==> config.mk <==
export PLATFORM = sky130hd
export DESIGN_NAME = rvc_instr_decompressor_flat
export DESIGN_NICKNAME = d
export VERILOG_FILES = /design/src/rtl/rvc_instr_decompressor_if.sv /design/src/rtl/rvc_instr_decompressor.sv /design/src/flat_wrapper.sv
export SDC_FILE = /design/constraint.sdc
export NUM_CORES = 1
export LEC_CHECK = 0
export ABC_AREA = 1
export CAP_MARGIN = 15
export CELL_PAD_IN_SITES_DETAIL_PLACEMENT = 1
export CELL_PAD_IN_SITES_GLOBAL_PLACEMENT = 1
export CORE_UTILIZATION = 31
export DETAILED_ROUTE_END_ITERATION = 7
export GPL_ROUTABILITY_DRIVEN = 0
export GPL_TIMING_DRIVEN = 0
export PLACE_DENSITY = 0.95
export REMOVE_ABC_BUFFERS = 1
export SLEW_MARGIN = 5
export SYNTH_ARGS = -nofsm -noshare
export SYNTH_HDL_FRONTEND = slang
export SYNTH_SLANG_ARGS = --single-unit
==> constraint.sdc <==
create_clock -name vclk -period 2.4
set_input_delay 0.48 -clock vclk [all_inputs]
set_output_delay 0.48 -clock vclk [all_outputs]
set_load 0.01 [all_outputs]
==> src/rtl/rvc_instr_decompressor_if.sv <==
// Bus between the fetch half-word aligner and the RV32C expander:
// one compressed half-word in, one expanded word plus an illegal flag out.
interface rvc_instr_decompressor_if;
  logic [15:0] i_instr;
  logic [31:0] o_instr;
  logic        o_unknown;

  modport master (
    output i_instr,
    input  o_instr,
    input  o_unknown
  );

  modport slave (
    input  i_instr,
    output o_instr,
    output o_unknown
  );
endinterface

==> src/rtl/rvc_instr_decompressor.sv <==
// RV32C -> RV32I instruction expander for the IF->ID align stage.
// Combinational decode with an optional output register (REGISTERED=1).
module rvc_instr_decompressor #(
  parameter bit REGISTERED = 1'b0
) (
  input  logic                      i_clk,
  input  logic                      i_rst,
  rvc_instr_decompressor_if.slave   bus
);

  localparam logic [31:0] NOP        = 32'h0000_0013;
  localparam logic [6:0]  OPC_OP_IMM = 7'b0010011;
  localparam logic [6:0]  OPC_OP     = 7'b0110011;
  localparam logic [6:0]  OPC_LUI    = 7'b0110111;
  localparam logic [6:0]  OPC_LOAD   = 7'b0000011;
  localparam logic [6:0]  OPC_STORE  = 7'b0100011;
  localparam logic [6:0]  OPC_JAL    = 7'b1101111;
  localparam logic [6:0]  OPC_JALR   = 7'b1100111;
  localparam logic [6:0]  OPC_BRANCH = 7'b1100011;
  localparam logic [4:0]  X0         = 5'd0;
  localparam logic [4:0]  X1         = 5'd1;
  localparam logic [4:0]  X2         = 5'd2;

  logic [15:0] c;
  assign c = bus.i_instr;

  // Register fields: full 5-bit in Q1/Q2, 3-bit compressed (x8..x15) otherwise
  logic [4:0] rd;
  logic [4:0] rs2;
  logic [4:0] rs1p;
  logic [4:0] rdp;
  assign rd   = c[11:7];
  assign rs2  = c[6:2];
  assign rs1p = {2'b01, c[9:7]};
  assign rdp  = {2'b01, c[4:2]};

  // Immediates, reassembled from their scattered compressed bit positions
  logic [11:0] imm6_sx;
  logic [11:0] addi4spn_imm;
  logic [11:0] lw_off;
  logic [11:0] addi16sp_imm;
  logic [19:0] lui_imm;
  logic [20:1] j_off;
  logic [19:0] j_imm;
  logic [12:1] b_off;
  logic [11:0] lwsp_off;
  logic [11:0] swsp_off;

  assign imm6_sx      = {{7{c[12]}}, c[6:2]};
  assign addi4spn_imm = {2'b00, c[10:7], c[12:11], c[5], c[6], 2'b00};
  assign lw_off       = {5'b00000, c[5], c[12:10], c[6], 2'b00};
  assign addi16sp_imm = {{3{c[12]}}, c[4:3], c[5], c[2], c[6], 4'b0000};
  assign lui_imm      = {{15{c[12]}}, c[6:2]};
  assign j_off        = {{9{c[12]}}, c[12], c[8], c[10:9], c[6], c[7], c[2], c[11], c[5:3]};
  assign j_imm        = {j_off[20], j_off[10:1], j_off[11], j_off[19:12]};
  assign b_off        = {{5{c[12]}}, c[6:5], c[2], c[11:10], c[4:3]};
  assign lwsp_off     = {4'b0000, c[3:2], c[12], c[6:4], 2'b00};
  assign swsp_off     = {4'b0000, c[8:7], c[12:9], 2'b00};

  logic [31:0] exp_instr;
  logic        illegal;

  always_comb begin
    exp_instr = NOP;
    illegal   = 1'b0;
    case (c[1:0])
      2'b00: begin
        case (c[15:13])
          3'b000: begin
            exp_instr = {addi4spn_imm, X2, 3'b000, rdp, OPC_OP_IMM};
            illegal   = (c[12:5] == 8'h00);
          end
          3'b010:  exp_instr = {lw_off, rs1p, 3'b010, rdp, OPC_LOAD};
          3'b110:  exp_instr = {lw_off[11:5], rdp, rs1p, 3'b010, lw_off[4:0], OPC_STORE};
          default: illegal   = 1'b1;
        endcase
      end

      2'b01: begin
        case (c[15:13])
          3'b000: exp_instr = {imm6_sx, rd, 3'b000, rd, OPC_OP_IMM};
          3'b001: exp_instr = {j_imm, X1, OPC_JAL};
          3'b010: exp_instr = {imm6_sx, X0, 3'b000, rd, OPC_OP_IMM};
          3'b011: begin
            illegal = (c[12] == 1'b0) && (c[6:2] == 5'd0);
            if (rd == X2) begin
              exp_instr = {addi16sp_imm, X2, 3'b000, X2, OPC_OP_IMM};
            end else begin
              exp_instr = {lui_imm, rd, OPC_LUI};
            end
          end
          3'b100: begin
            case (c[11:10])
              2'b00: begin
                exp_instr = {7'b0000000, c[6:2], rs1p, 3'b101, rs1p, OPC_OP_IMM};
                illegal   = c[12];
              end
              2'b01: begin
                exp_instr = {7'b0100000, c[6:2], rs1p, 3'b101, rs1p, OPC_OP_IMM};
                illegal   = c[12];
              end
              2'b10: exp_instr = {imm6_sx, rs1p, 3'b111, rs1p, OPC_OP_IMM};
              default: begin
                if (c[12]) begin
                  illegal = 1'b1;
                end else begin
                  case (c[6:5])
                    2'b00:   exp_instr = {7'b0100000, rdp, rs1p, 3'b000, rs1p, OPC_OP};
                    2'b01:   exp_instr = {7'b0000000, rdp, rs1p, 3'b100, rs1p, OPC_OP};
                    2'b10:   exp_instr = {7'b0000000, rdp, rs1p, 3'b110, rs1p, OPC_OP};
                    default: exp_instr = {7'b0000000, rdp, rs1p, 3'b111, rs1p, OPC_OP};
                  endcase
                end
              end
            endcase
          end
          3'b101: exp_instr = {j_imm, X0, OPC_JAL};
          // BEQZ/BNEZ differ only in funct3 bit 0, which is c[13]
          default: exp_instr = {b_off[12], b_off[10:5], X0, rs1p, {2'b00, c[13]},
                                b_off[4:1], b_off[11], OPC_BRANCH};
        endcase
      end

      2'b10: begin
        case (c[15:13])
          3'b000: begin
            exp_instr = {7'b0000000, c[6:2], rd, 3'b001, rd, OPC_OP_IMM};
            illegal   = c[12];
          end
          3'b010: begin
            exp_instr = {lwsp_off, X2, 3'b010, rd, OPC_LOAD};
            illegal   = (rd == X0);
          end
          3'b110: exp_instr = {swsp_off[11:5], rs2, X2, 3'b010, swsp_off[4:0], OPC_STORE};
          3'b100: begin
            if (!c[12]) begin
              if (rs2 == X0) begin
                exp_instr = {12'h000, rd, 3'b000, X0, OPC_JALR};
                illegal   = (rd == X0);
              end else begin
                exp_instr = {7'b0000000, rs2, X0, 3'b000, rd, OPC_OP};
              end
            end else begin
              if ((rd == X0) && (rs2 == X0)) begin
                exp_instr = 32'h0010_0073;
              end else if (rs2 == X0) begin
                exp_instr = {12'h000, rd, 3'b000, X1, OPC_JALR};
              end else begin
                exp_instr = {7'b0000000, rs2, rd, 3'b000, rd, OPC_OP};
              end
            end
          end
          default: illegal = 1'b1;
        endcase
      end

      default: illegal = 1'b1;
    endcase
  end

  logic [31:0] dec_instr;
  logic        dec_unknown;
  assign dec_instr   = illegal ? NOP : exp_instr;
  assign dec_unknown = illegal;

  generate
    if (REGISTERED) begin : g_reg
      logic [31:0] instr_q;
      logic        unknown_q;

      always_ff @(posedge i_clk or posedge i_rst) begin
        if (i_rst) begin
          instr_q   <= NOP;
          unknown_q <= 1'b0;
        end else begin
          instr_q   <= dec_instr;
          unknown_q <= dec_unknown;
        end
      end

      assign bus.o_instr   = instr_q;
      assign bus.o_unknown = unknown_q;
    end else begin : g_comb
      logic unused_clk_rst;
      assign unused_clk_rst = i_clk ^ i_rst;

      assign bus.o_instr   = dec_instr;
      assign bus.o_unknown = dec_unknown;
    end
  endgenerate

endmodule

==> src/flat_wrapper.sv <==
// flat-port wrapper written by rule: the top's interface ports become plain ports
module rvc_instr_decompressor_flat 
#(
  parameter bit REGISTERED = 1'b0
)
  (i_clk, i_rst, bus_i_instr, bus_o_instr, bus_o_unknown);
  rvc_instr_decompressor_if bus_i ();
  input  logic i_clk;
  input  logic i_rst;
  input wire logic [$bits(bus_i.i_instr)-1:0] bus_i_instr;
  output wire logic [$bits(bus_i.o_instr)-1:0] bus_o_instr;
  output wire logic [$bits(bus_i.o_unknown)-1:0] bus_o_unknown;
  assign bus_i.i_instr = bus_i_instr;
  assign bus_o_instr = bus_i.o_instr;
  assign bus_o_unknown = bus_i.o_unknown;
  rvc_instr_decompressor #(.REGISTERED(REGISTERED)) u_core (.i_clk(i_clk), .i_rst(i_rst), .bus(bus_i));
endmodule
==> flow_metrics.tcl, run 1 <==
set metrics [dict create \
    failed_stage "global routing (5_1_grt)" \
    worst-endpoint-pin-kind "primary output" \
    grt_max_degree 18 \
    overflow 1 \
    yosysWarnings 0 \
    die_h_um 74.3 \
    port_buffers 47 \
    num_rows 25 \
    tool.error "[ERROR GRT-0232] Routing congestion too high. Check the congestion heatmap in the GUI." \
    grtUsageTotal 0.656 \
    place_area_mm2 0.00208 \
    synth_area_mm2 0.00162 \
    dieWidth_um 74.3 \
    hpwl_um 6030 \
    pin_count 51 \
    crit_endpoint "bus_o_instr[12]" \
    postSynthCellCount 337 \
    synth_cell_types 29 \
    start_util 0.332 \
    dp.cells 437 \
    seq_area_frac_synth 0 \
    syn-mean-instance-area_um2 4.81 \
    outcome "aborted with a tool error" \
]
-- kinds of logic after synthesis --
| logic type | after synthesis | synth area share |
|---|---|---|
| simple gates | 186 | 0.512 |
| compound gates | 88 | 0.312 |
| buf+inv | 62 | 0.174 |
| other cells | 1 | 0.00231 |
-- stage by stage --
step | setup WS, ns | utilization
3_5_place_dp | -1.76 | 0.425
3_3_place_gp | -1.61 | 0.425
4_1_cts | -0.0468 | 0.531
2_1_floorplan | 0.158 | -
-- cells in the mapped netlist, types with 4 or more instances --
master    number  share of area
a21oi_2        7          0.038
nor3_1         9          0.028
nand3_1       35           0.11
o22ai_1        7          0.027
buf_6          4          0.028
nor2_1        43           0.10
inv_1         42          0.097
a21oi_1       26          0.080
buf_2          5          0.015
nand2_2        6          0.023
o211ai_1       5          0.023
nand4_1        7          0.027
o21ai_0       36           0.11
nand2_1       79           0.18
-- routing by layer --
metal | GRT usage | overflow
met5 | 0.102 | 0
met4 | 0.570 | 1
met3 | 0.450 | 0
met2 | 0.846 | 0
met1 | 0.709 | 0
-- what timing repair did --
action                     4_1_cts
hold buffers                     0
pin swaps                       22
gates resized for setup        222
gates cloned                     2
buffers inserted                44
setup endpoints to repair       31
==> run 2: changes to the inputs <==
CELL_PAD_IN_SITES_DETAIL_PLACEMENT = unset   (was 1)
CELL_PAD_IN_SITES_GLOBAL_PLACEMENT = unset   (was 1)
CORE_UTILIZATION = 20   (was 31)
PLACE_DENSITY = unset   (was 0.95)
PLACE_DENSITY_LB_ADDON = 0.15   (was unset)
==> flow_metrics.tcl, run 2 <==
set metrics [dict create \
    postSynthCellCount 337 \
    grt_pass1_wl_um 14800 \
    layout_common_cells "66 x nand2_1, 53 x buf_4, 31 x nand3_1" \
    finalHoldViolCount 0 \
    pin_count 51 \
    grt_pass1_vias 2836 \
    yosysWarnings 0 \
    nClkBuffers 0 \
    design.core.area_mm2 0.00777 \
    crit_type "in -> out" \
    p_comb_frac 1.000 \
    dp.cells 472 \
    synth_area_mm2 0.00162 \
    critPathArrivalTime_ns 1.92 \
    synthMostInstantiatedCell "nand2_1" \
    die_h_um 92.0 \
    yosys-top-cells-count "79 x nand2_1, 43 x nor2_1, 42 x inv_1, 36 x o21ai_0, 35 x nand3_1" \
    synth_area_leaders "nand2_1 18%, o21ai_0 11%, nand3_1 11%" \
    antenna_cells 0 \
    post-route-util 0.389 \
    outcome "finished clean" \
    synth_cell_types 29 \
    seq_cells 0 \
    endpoint_kind "output port" \
    rsz0062_at_grt "yes" \
    switching_share 0.585 \
    peakVddDrop_mv 0.0760 \
    cp_max_fo 7 \
    start_util 0.209 \
    p_per_area_mw_per_mm2 185 \
    hpwl_um 6100 \
    finalCriticalPeriod_ns 2.40 \
    grt_antenna_before_repair 0 \
    p_leak_uw 0.00147 \
    drt_wl_total_um 9850 \
    synth_area_leader_cell "nand2_1" \
    fin_crit_sh 0.999 \
    stdcell_count 544 \
    drcViolationCount 0 \
    syn-mean-instance-area_um2 4.81 \
    grt_max_degree 18 \
    pwr-share-seq 0 \
    fp.dieArea_mm2 0.00847 \
    drt_iter0_drc 361 \
    drt-wirelength-per-cell_um 18.1 \
    setup_viol 0 \
    cap_viol_max_count 0 \
    drtAntennaViolNets 0 \
    final_common_cell "nand2_1" \
    cp.required_ns 1.92 \
    synth_top_area_share 0.183 \
    power.switching_uw 327 \
    area_delta_synth_final_pct 86.5 \
    viasPerCell 5.53 \
    pwr-share-clk 0 \
    overflow 0 \
    nets 462 \
    hp-class "in -> out" \
    slew_violations 0 \
    intPower_uw 232 \
    start_kind "input port" \
    fmax_mhz 417 \
    vias 3010 \
    seq_area_frac_synth 0 \
    num_rows 32 \
    regArea_um2 0 \
    grtUsageTotal 0.222 \
    dieWidth_um 92.0 \
    first_pass_iters 5 \
    ctsHoldBuffers 0 \
    drive_gt1_frac 0.455 \
    port_buffers 47 \
]
run 2: layout make-up:
type | instances | area [µm²]
fill | 849 | 4740
tap | 102 | 128
timing repair buffer | 116 | 987
inverter | 47 | 225
multi-input combinational | 279 | 1680
run 2: layer usage:
metal	track usage	vias up	wire length, µm
li1	-	1352	-
met1	0.283	1364	3780
met2	0.357	237	4450
met3	0.0299	57	1010
met4	0.125	0	614
met5	0	-	0
run 2: worst max-delay path, stage by stage:
cell     delay, ns
buf_6         0.12
nor2_4        0.11
nand4_1       0.18
nor2_2        0.19
nand2_1       0.10
nand3_2       0.09
nand2_4       0.10
nand3_4       0.14
inv_4         0.06
buf_6         0.11
nand2_1       0.06
inv_1         0.04
buf_2         0.12
run 2: power by group through the flow:
stage                     registers, µW  logic (µW)  clock network [µW]
after global routing                  0         592                   0
final                                 0         559                   0
after detailed placement              0         368                   0
after floorplan                       0         194                   0
after global placement                0         372                   0
after CTS                             0         483                   0
run 2: final timing paths:
kind	slack, ns	from	cells after the start	endpoint
worst max-delay path	0.004	bus_i_instr[5]	13	bus_o_instr[18]
worst min-delay path	1.37	bus_i_instr[4]	4	bus_o_instr[22]
run 2: repair_timing:
| action | in CTS | in global routing |
|---|---|---|
| gates resized for setup | 235 | 89 |
| pin swaps | 22 | 25 |
| cloned | 3 | 1 |
| endpoints found under the setup margin | 31 | 30 |
| buffers inserted | 50 | 18 |
run 2: cells by family after synthesis:
group	count (synthesis)	synth area share
simple gates	186	0.512
compound gates	88	0.312
buf+inv	62	0.174
other cells	1	0.00231
run 2: metrics by stage:
step                hold WS (ns)  area (µm²)  power, µW  setup slack [ns]  setup TNS [ns]
CTS                         1.43        2710        483          0.000110               0
global placement            2.11        2120        372             -1.77          -48.58
detailed placement          2.11        2120        368             -1.79          -49.14
floorplan                   1.08        1520        194             0.158               0
global route                1.40        3020        592            -0.139           -1.46
finish                      1.37        3020        559           0.00358               0
Note: power is estimated with default switching activity, not from simulation.
